`config.mk`:
```
export PLATFORM = sky130hd
export DESIGN_NAME = ddr4_cmd_decoder
export DESIGN_NICKNAME = d
export VERILOG_FILES = /design/src/rtl/ddr4_cmd_decoder.sv
export SDC_FILE = /design/constraint.sdc
export NUM_CORES = 1
export LEC_CHECK = 0
export BUFFER_PORTS_ARGS = -buffer_cell sky130_fd_sc_hd__buf_2
export CORE_ASPECT_RATIO = 1.25
export CORE_MARGIN = 1
export CORE_UTILIZATION = 50
export CTS_CLUSTER_SIZE = 30
export DETAILED_ROUTE_END_ITERATION = 10
export PLACE_DENSITY = 0.84
export SETUP_SLACK_MARGIN = 0.02
export SLEW_MARGIN = 20
export SYNTH_ARGS = -nofsm -noshare
export SYNTH_HDL_FRONTEND = slang
export SYNTH_SLANG_ARGS = --single-unit
```
`constraint.sdc`:
```
create_clock -name CK_t -period 2.2 [get_ports CK_t]
set_input_delay 0.55 -clock CK_t [delete_from_list [all_inputs] [get_ports CK_t]]
set_output_delay 0.55 -clock CK_t [all_outputs]
set_load 0.01 [all_outputs]
```
`src/rtl/ddr4_cmd_decoder.sv`:
```
// DDR4 command/address receiver: decodes sampled pins, tracks per-bank open state,
// captures MRS timing parameters and produces read/write data windows.
module ddr4_cmd_decoder #(
    parameter int NUM_BANKS   = 16,
    parameter int ROW_W       = 14,
    parameter int SCHED_DEPTH = 32
) (
    input  logic                   CK_t,
    input  logic                   reset_n,
    input  logic                   cs_n,
    input  logic                   act_n,
    input  logic                   RAS_n_A16,
    input  logic                   CAS_n_A15,
    input  logic                   WE_n_A14,
    input  logic [1:0]             bg_addr,
    input  logic [1:0]             ba_addr,
    input  logic                   A17,
    input  logic                   A13,
    input  logic                   A12_BC_n,
    input  logic                   A11,
    input  logic                   A10_AP,
    input  logic [9:0]             A9_A0,
    output logic                   cmd_valid,
    output logic [3:0]             cmd_code,
    output logic [3:0]             cmd_bank,
    output logic [ROW_W-1:0]       cmd_row,
    output logic [9:0]             cmd_col,
    output logic [NUM_BANKS-1:0]   bank_open,
    output logic [4:0]             CL,
    output logic [4:0]             AL,
    output logic [4:0]             CWL,
    output logic [4:0]             BL,
    output logic                   rd_data_en,
    output logic                   wr_data_en,
    output logic                   protocol_err
);

    localparam logic [3:0] C_DES  = 4'd0;
    localparam logic [3:0] C_NOP  = 4'd1;
    localparam logic [3:0] C_ACT  = 4'd2;
    localparam logic [3:0] C_RD   = 4'd3;
    localparam logic [3:0] C_RDA  = 4'd4;
    localparam logic [3:0] C_WR   = 4'd5;
    localparam logic [3:0] C_WRA  = 4'd6;
    localparam logic [3:0] C_PRE  = 4'd7;
    localparam logic [3:0] C_PREA = 4'd8;
    localparam logic [3:0] C_REF  = 4'd9;
    localparam logic [3:0] C_MRS  = 4'd10;
    localparam logic [3:0] C_ZQCL = 4'd11;
    localparam logic [3:0] C_ZQCS = 4'd12;
    localparam logic [3:0] C_RFU  = 4'd15;

    logic                   r_cmd_valid;
    logic [3:0]             r_cmd_code;
    logic [3:0]             r_cmd_bank;
    logic [ROW_W-1:0]       r_cmd_row;
    logic [9:0]             r_cmd_col;
    logic                   r_err;
    logic [NUM_BANKS-1:0]   r_bank_open;
    logic [ROW_W-1:0]       r_row_tbl [NUM_BANKS];
    logic [4:0]             r_cl, r_al, r_cwl, r_bl;
    logic [SCHED_DEPTH-1:0] r_rd_sr, r_wr_sr;

    logic [3:0]             w_code;
    logic [3:0]             w_bank;
    logic [ROW_W-1:0]       w_row;
    logic                   w_open;
    logic                   w_err;
    logic                   w_is_rd;
    logic                   w_is_wr;
    logic [5:0]             w_rl, w_wl;
    logic [SCHED_DEPTH-1:0] w_burst;
    logic [SCHED_DEPTH-1:0] w_rd_next, w_wr_next;
    logic                   w_unused;

    assign w_bank = {bg_addr, ba_addr};
    assign w_row  = {A13, A12_BC_n, A11, A10_AP, A9_A0};
    assign w_open = r_bank_open[w_bank];
    // Stored rows are consumed only by the surrounding memory model; A17 is a don't-care.
    assign w_unused = A17 ^ (^r_row_tbl[w_bank]);

    // Pin-level command decode.
    always_comb begin
        w_code = C_DES;
        if (cs_n) begin
            w_code = C_DES;
        end else if (!act_n) begin
            w_code = C_ACT;
        end else begin
            case ({RAS_n_A16, CAS_n_A15, WE_n_A14})
                3'b000:  w_code = C_MRS;
                3'b001:  w_code = C_REF;
                3'b010:  w_code = A10_AP ? C_PREA : C_PRE;
                3'b011:  w_code = C_RFU;
                3'b100:  w_code = A10_AP ? C_WRA : C_WR;
                3'b101:  w_code = A10_AP ? C_RDA : C_RD;
                3'b110:  w_code = A10_AP ? C_ZQCL : C_ZQCS;
                3'b111:  w_code = C_NOP;
                default: w_code = C_NOP;
            endcase
        end
    end

    // Illegal command detection and burst window scheduling.
    always_comb begin
        w_err = 1'b0;
        case (w_code)
            C_ACT:                        w_err = w_open;
            C_RD, C_RDA, C_WR, C_WRA,
            C_PRE:                        w_err = !w_open;
            C_REF, C_MRS:                 w_err = |r_bank_open;
            C_RFU:                        w_err = 1'b1;
            default:                      w_err = 1'b0;
        endcase
        w_is_rd = ((w_code == C_RD) || (w_code == C_RDA)) && !w_err;
        w_is_wr = ((w_code == C_WR) || (w_code == C_WRA)) && !w_err;
        w_rl    = {1'b0, r_al} + {1'b0, r_cl};
        w_wl    = {1'b0, r_al} + {1'b0, r_cwl};
        if (r_bl == 5'd4) begin
            w_burst = SCHED_DEPTH'(4'h3);
        end else begin
            w_burst = SCHED_DEPTH'(4'hF);
        end
        w_rd_next = (r_rd_sr >> 1) | (w_is_rd ? (w_burst << w_rl) : {SCHED_DEPTH{1'b0}});
        w_wr_next = (r_wr_sr >> 1) | (w_is_wr ? (w_burst << w_wl) : {SCHED_DEPTH{1'b0}});
    end

    // Registered decode outputs.
    always_ff @(posedge CK_t or negedge reset_n) begin
        if (!reset_n) begin
            r_cmd_valid <= 1'b0;
            r_cmd_code  <= C_DES;
            r_cmd_bank  <= 4'd0;
            r_cmd_row   <= {ROW_W{1'b0}};
            r_cmd_col   <= 10'd0;
            r_err       <= 1'b0;
        end else begin
            r_cmd_valid <= (w_code != C_DES) && (w_code != C_NOP);
            r_cmd_code  <= w_code;
            r_cmd_bank  <= w_bank;
            r_cmd_row   <= (w_code == C_ACT) ? w_row : {ROW_W{1'b0}};
            r_cmd_col   <= ((w_code == C_RD) || (w_code == C_RDA) ||
                            (w_code == C_WR) || (w_code == C_WRA)) ? A9_A0 : 10'd0;
            r_err       <= w_err;
        end
    end

    // Bank table; auto-precharge closes the bank on the same edge the burst is scheduled.
    always_ff @(posedge CK_t or negedge reset_n) begin
        if (!reset_n) begin
            r_bank_open <= {NUM_BANKS{1'b0}};
            for (int i = 0; i < NUM_BANKS; i++) begin
                r_row_tbl[i] <= {ROW_W{1'b0}};
            end
        end else if (!w_err) begin
            case (w_code)
                C_ACT: begin
                    r_bank_open[w_bank] <= 1'b1;
                    r_row_tbl[w_bank]   <= w_row;
                end
                C_PRE, C_RDA, C_WRA: r_bank_open[w_bank] <= 1'b0;
                C_PREA:              r_bank_open <= {NUM_BANKS{1'b0}};
                default:             r_bank_open <= r_bank_open;
            endcase
        end else begin
            r_bank_open <= r_bank_open;
        end
    end

    // Mode register capture; MR1 derives AL from the CL currently in force.
    always_ff @(posedge CK_t or negedge reset_n) begin
        if (!reset_n) begin
            r_cl  <= 5'd9;
            r_al  <= 5'd0;
            r_cwl <= 5'd9;
            r_bl  <= 5'd8;
        end else if ((w_code == C_MRS) && !w_err) begin
            case ({bg_addr[0], ba_addr})
                3'd0: begin
                    if (A9_A0[6:3] < 4'd4) begin
                        r_cl <= 5'd9 + {3'b000, A9_A0[4:3]};
                    end else begin
                        r_cl <= 5'd9;
                    end
                    r_bl <= (A9_A0[1:0] == 2'b10) ? 5'd4 : 5'd8;
                end
                3'd1: begin
                    if ((A9_A0[4:3] == 2'b01) || (A9_A0[4:3] == 2'b10)) begin
                        r_al <= r_cl - {3'b000, A9_A0[4:3]};
                    end else begin
                        r_al <= 5'd0;
                    end
                end
                3'd2: begin
                    if ((A9_A0[5:3] == 3'd0) || (A9_A0[5:3] == 3'd2)) begin
                        r_cwl <= 5'd9 + {2'b00, A9_A0[5:3]};
                    end else begin
                        r_cwl <= 5'd9;
                    end
                end
                default: r_cl <= r_cl;
            endcase
        end else begin
            r_cl <= r_cl;
        end
    end

    // Data window shift registers; bit 0 is the live enable.
    always_ff @(posedge CK_t or negedge reset_n) begin
        if (!reset_n) begin
            r_rd_sr <= {SCHED_DEPTH{1'b0}};
            r_wr_sr <= {SCHED_DEPTH{1'b0}};
        end else begin
            r_rd_sr <= w_rd_next;
            r_wr_sr <= w_wr_next;
        end
    end

    assign cmd_valid    = r_cmd_valid;
    assign cmd_code     = r_cmd_code;
    assign cmd_bank     = r_cmd_bank;
    assign cmd_row      = r_cmd_row;
    assign cmd_col      = r_cmd_col;
    assign bank_open    = r_bank_open;
    assign CL           = r_cl;
    assign AL           = r_al;
    assign CWL          = r_cwl;
    assign BL           = r_bl;
    assign rd_data_en   = r_rd_sr[0];
    assign wr_data_en   = r_wr_sr[0];
    assign protocol_err = r_err;

endmodule
```
==> out/results.txt, run 1 <==
Outcome - complete, but fails checks
Failing checks - setup timing
Final setup skew - 7.39 ps
R2R Path End - r_rd_sr[24]
DRT Pass-1 Iters - 5
Total track usage - 28.7%
Pre-CTS WS - -285 ps
Die area - 12400 um2
1st-iter DRT viols - 473
Layout area overhead - 39.7%
Syn Std Cell Area - 5960 um2
Sequential power share - 32.9%
Slew headroom - 55.7%
IO Pins - 98
Reg-to-reg slack, setup - -200 ps
Final setup fails - 43
Nets - 775
Final Cycle Share - 109%
Reg clk slew, reported paths - 60 ps
Total Wirelength - 18300 um
Most frequent cells in the layout - dfrtp_1, buf_2, buf_4
Drt drc - 0
Cells after synthesis - 558
Vias in the first global route - 5363
Switching power total - 0.00271 W
Hold Crit Class - in2async
Sinks on Clock Net - 128
Crit. End Element - flop
Via-to-Cell Ratio - 5.83
Clock group share of total power - 33.2%
Die width - 99.7 um
RSZ-0062 raised after global routing - yes
Seq/Total Area, Yosys - 53.8%
Flops & latches, synth - 128
Avg Cell Area, Syn - 10.7 um2
Max-cap violations - 0
Initial antenna violation count - 0
Placed cell count - 858
FF-to-FF Start - AL[1]
Post-synth ARST share - 100%
Synth warn - 0
Hold Fails Final Rpt - 0
Worst Path Max Fanout - 5
Post-DP HPWL - 11300 um
Largest net degree at the start of global routing - 129
Sw frac - 32.3%
Netlist cell types - 57
Clk root buf - clkbuf_16
Placer Congestion - 0.929
Gr ovfl total - 0
Layout Cells excl Fill - 909
WS Path Type - reg2reg
Core region area - 11600 um2
Gate power share - 33.9%
Layout cell share with drive strength beyond 1 - 41.7%
Cts hold-fix bufs - 0
Post-synth EDFFs - 0
Most common cell after layout, fill and taps aside - dfrtp_1
Worst setup SP type - flop
Int Pwr - 0.00567 W
Initial Util - 51.3%
Via count - 5298
Power density over cell area - 1010 nW/um2
Critical Path AT - 2700 ps
Post-layout util - 71.7%
Most used DFF post-synth - dfrtp_1
FP Rows - 44
Ant. Diodes - 0
Worst Max-Slew Pin Slew - 664 ps
First-pass GRT wire length - 26600 um
Latest clock arrival within the worst-skew pair - 420 ps
Min Tclk post-route - 2400 ps
Num CTS Buffers - 17
Htree depth - 4
Maximum vdd ir drop - 0.573 mV
Final setup margin - -199 ps
Wire length per cell - 20.1 um
Height of the die - 124 um
Maximum clock rate - 417 MHz
Path depth of the worst reg2reg path - 8
Longest Clk Path Bufs - 2
TNS Setup - -4040 ps
CTS tree - done
Worst hold margin - 244 ps
Fin. max-slew vios - 0
Leak Pwr - 4.20 nW
Port-buffer cells - 90
Critical Path RT - 2500 ps
Final ANT Viol Nets - 0
through the flow:
stage                     instance area, um2  total power (W)
final                                   8330          0.00838
after global routing                    8330          0.00868
after CTS                               7960          0.00779
after detailed placement                7130          0.00477
after global placement                  7130          0.00469
after floorplan                         6030          0.00389
metal layers:
metal / GRT usage (%) / vias to the layer above / share of wire [%]
met5: 0 / - / 0
met4: 17.2 / 0 / 5.0
met3: 6.17 / 83 / 6.8
met2: 52.3 / 310 / 53
met1: 30.4 / 2604 / 35
li1: - / 2301 / -
logic make-up (layout without fill, tap and decap cells):
logic type               after synthesis  after routing  synth area share, %
AO/OA/AOI/OAI                        146            146                 16.5
XOR/XNOR                              10             10                 1.47
adder cells (fa/ha/maj)               15             15                 3.48
buffers and inverters                 52            237                 3.84
flip-flops                           128            128                 53.8
multiplexers                          23             23                 5.48
other                                  2              6                0.126
AND/OR/NAND/NOR                      182            183                 15.3
power groups by stage:
stage / Sequential (W) / Combinational [W] / Clock (W)
finish: 0.00276 / 0.00284 / 0.00278
global route: 0.00277 / 0.00299 / 0.00292
CTS: 0.00275 / 0.00225 / 0.00280
detailed placement: 0.00278 / 0.00199 / 0
global placement: 0.00277 / 0.00191 / 0
floorplan: 0.00280 / 0.00109 / 0
worst max-delay path, stage by stage (launching register included):
cell	delay, ps
dfrtp_2	480
ha_1	370
a211oi_2	400
xor2_1	170
a31oi_4	340
buf_6	170
nor3_4	40
a31oi_2	200
o21bai_1	100
area by class of cell:
class | count | area (um2)
multi-input cells | 383 | 3000
clock inverters | 10 | 109
repair buffers | 188 | 1260
flip-flops and latches | 128 | 3210
fillers | 731 | 3290
well taps | 161 | 201
inverters | 17 | 66.3
clock buffers | 22 | 484
worst max-delay path by stage:
stage	slack (ps)	startpoint	to
after floorplan	-180	ba_addr[0]	r_wr_sr[13]
after global placement	-250	ba_addr[0]	r_wr_sr[13]
after detailed placement	-280	ba_addr[0]	r_wr_sr[13]
after CTS	-60	AL[0]	r_wr_sr[14]
after global routing	-240	AL[0]	r_rd_sr[11]
final	-200	AL[1]	r_rd_sr[24]
synthesized netlist by cell type (all sizes together) (5+ instances only):
library cell	instances	area share (%)
nor4	6	0.63
mux2	8	1.6
and3	10	1.0
ha	11	2.3
o31ai	6	0.76
inv	16	1.0
nor3	13	1.1
nor2b	5	0.52
buf	10	1.2
mux2i	11	2.3
dfrtp	124	52
and2	20	2.1
a21o	14	1.8
nand2	47	3.0
or3	5	0.61
o21bai	43	5.5
nand2b	12	1.3
xnor2	6	0.88
clkbuf	25	1.6
o21ai	33	2.8
a21oi	21	1.8
nand3	13	1.2
nor2	41	2.6
sequential cells by signal (all words and copies together), names as in the netlist:
| signal | count |
|---|---|
| r_wr_sr | 32 |
| cmd_code | 4 |
| CL | 3 |
| cmd_bank | 4 |
| r_rd_sr | 32 |
| cmd_row | 14 |
| protocol_err | 1 |
| bank_open | 16 |
| BL | 2 |
| AL | 4 |
| CWL | 5 |
| cmd_col | 10 |
| cmd_valid | 1 |
repair_timing:
action                     in CTS  in global routing
gates resized for setup        37                 60
cloned                          0                  1
pin swaps                      18                 29
setup buffers                   8                 11
setup endpoints to repair      56                 71
Power figures use the tool's default switching activity.
==> run 2: changes to the inputs <==
Settings changed: GPL_TIMING_DRIVEN set to 0.
==> out/results.txt, run 2 (synthesis results as in run 1) <==
Cell family with most CP delay - adder cells
Area occupied by registers - 3210 um2
Crit. End Element - flop
Via count - 5151
Finished Cell Area - 8280 um2
Initial antenna violation count - 0
Drt drc - 0
Clk root buf - clkbuf_16
Initial Util - 51.3%
Critical path's slowest cell - dfrtp_2
Largest net degree at the start of global routing - 67
Worst Max-Slew Pin Slew - 606 ps
Sw frac - 33.4%
Layout area overhead - 38.8%
Num CTS Buffers - 17
Final setup margin - -86.2 ps
Critical Path RT - 2540 ps
Path depth of the worst reg2reg path - 8
Latest clock arrival within the worst-skew pair - 420 ps
Bufs and invs on worst path - 1
Int Pwr - 0.00555 W
Longest Clk Path Bufs - 2
Sinks on Clock Net - 128
FP Rows - 44
Placer Congestion - 0.942
DRT Pass-1 Iters - 5
CTS tree - done
Final Cycle Share - 104%
Post-DP HPWL - 10700 um
Via-to-Cell Ratio - 5.81
Layout filler cell count - 772
1st-iter DRT viols - 337
Slew headroom - 59.6%
Max-cap violations - 0
DP Area - 6710 um2
Min Tclk post-route - 2290 ps
Port-buffer cells - 89
Cts hold-fix bufs - 0
Gr ovfl total - 0
Power density over cell area - 1010 nW/um2
Core region area - 11600 um2
Most frequent cells in the layout - dfrtp_1, buf_2, nand2_1
Critical Path AT - 2620 ps
Switching power total - 0.00278 W
Fin. max-slew vios - 0
Failing checks - setup timing
Total Wirelength - 17900 um
Layout cell share with drive strength beyond 1 - 41.0%
R2R Path End - r_wr_sr[10]
Worst Path Max Fanout - 5
WS Path Type - reg2reg
Wire length per cell - 20.2 um
Maximum vdd ir drop - 0.485 mV
Leak Pwr - 4.07 nW
Reg-to-reg slack, setup - -90 ps
CP Cell Sequence - ha_4 -> fa_2 -> buf_6 -> xnor2_2 -> o21ai_2 -> nor2_1 -> a22oi_2 -> o21bai_1
Die area - 12400 um2
FF-to-FF Start - AL[0]
Gate power share - 31.8%
Hold Crit Class - in2async
Htree depth - 4
Worst setup SP type - flop
Final ANT Viol Nets - 0
IO Pins - 98
Multi-input combinational cell area - 3120 um2
Vias in the first global route - 5002
RSZ-0062 raised after global routing - yes
TNS Setup - -832 ps
First-pass GRT wire length - 25500 um
Height of the die - 124 um
CP peak stage delay - 440 ps
Hold Fails Final Rpt - 0
Maximum clock rate - 437 MHz
Outcome - complete, but fails checks
Die width - 99.7 um
Most common cell after layout, fill and taps aside - dfrtp_1
Final setup skew - 11.4 ps
Final setup fails - 26
Nets - 751
Clock group share of total power - 34.9%
Total track usage - 27.6%
Reg clk slew, reported paths - 60 ps
Sequential power share - 33.3%
## run 2: changes by cell type in the layout (fill, tap and decap cells not counted), sizes merged
cell    previous run  this run
buf              188       144
clkbuf            22        37
bufinv             2         3
inv               16        20
diode              0         1
## run 2: timing repair
action                     in CTS  in global routing
cloned                          0                  2
pin swaps                      25                 50
setup endpoints to repair      76                 74
buffers inserted               20                 21
resized for setup              82                 73
## run 2: worst max-delay path by stage
stage,from,end,slack [ps],cells after the start
4_1_cts,AL[0],r_wr_sr[24],-20,7
2_1_floorplan,ba_addr[0],r_wr_sr[13],-180,8
3_3_place_gp,reset_n,cmd_bank[1],-920,1
5_1_grt,AL[0],r_rd_sr[14],-140,9
6_report,AL[0],r_wr_sr[10],-90,8
3_5_place_dp,ba_addr[0],bank_open[0],-570,9
## run 2: metrics by stage
step / setup WS [ps] / hold WS [ps] / total power [W] / std cells / utilization, %
2_1_floorplan: -180 / 254 / 0.00389 / 562 / -
6_report: -86.2 / 122 / 0.00833 / 886 / 71.2
5_1_grt: -143 / 170 / 0.00861 / 885 / 71.2
3_5_place_dp: -574 / 412 / 0.00444 / 813 / 57.7
3_3_place_gp: -917 / 412 / 0.00437 / 812 / 57.5
4_1_cts: -16.8 / 138 / 0.00778 / 863 / 67.0
## run 2: area by class of cell
| cell class | instances | share of cell area (%) |
|---|---|---|
| sequential | 128 | 38.8 |
| multi-input combinational | 383 | 37.7 |
| timing repair buffer | 132 | 10.2 |
| clock buffer | 17 | 5.14 |
| buffer | 32 | 2.59 |
| tap | 161 | 2.43 |
| clock inverter | 15 | 2.22 |
| inverter | 17 | 0.801 |
| antenna | 1 | 0.0302 |
## run 2: power groups by stage
stage | Combinational, W | Clock, W | Sequential, W
final | 0.00264 | 0.00291 | 0.00277
after global routing | 0.00280 | 0.00302 | 0.00279
after CTS | 0.00211 | 0.00291 | 0.00276
after detailed placement | 0.00164 | 0 | 0.00280
after global placement | 0.00159 | 0 | 0.00279
after floorplan | 0.00109 | 0 | 0.00280
## run 2: routing by layer
layer / track usage [%] / vias to the layer above / part of all wire [%]
met5: 0 / - / 0
met4: 12.5 / 0 / 3.6
met3: 6.51 / 54 / 7.0
met2: 48.7 / 275 / 52
met1: 32.0 / 2564 / 37
li1: - / 2258 / -
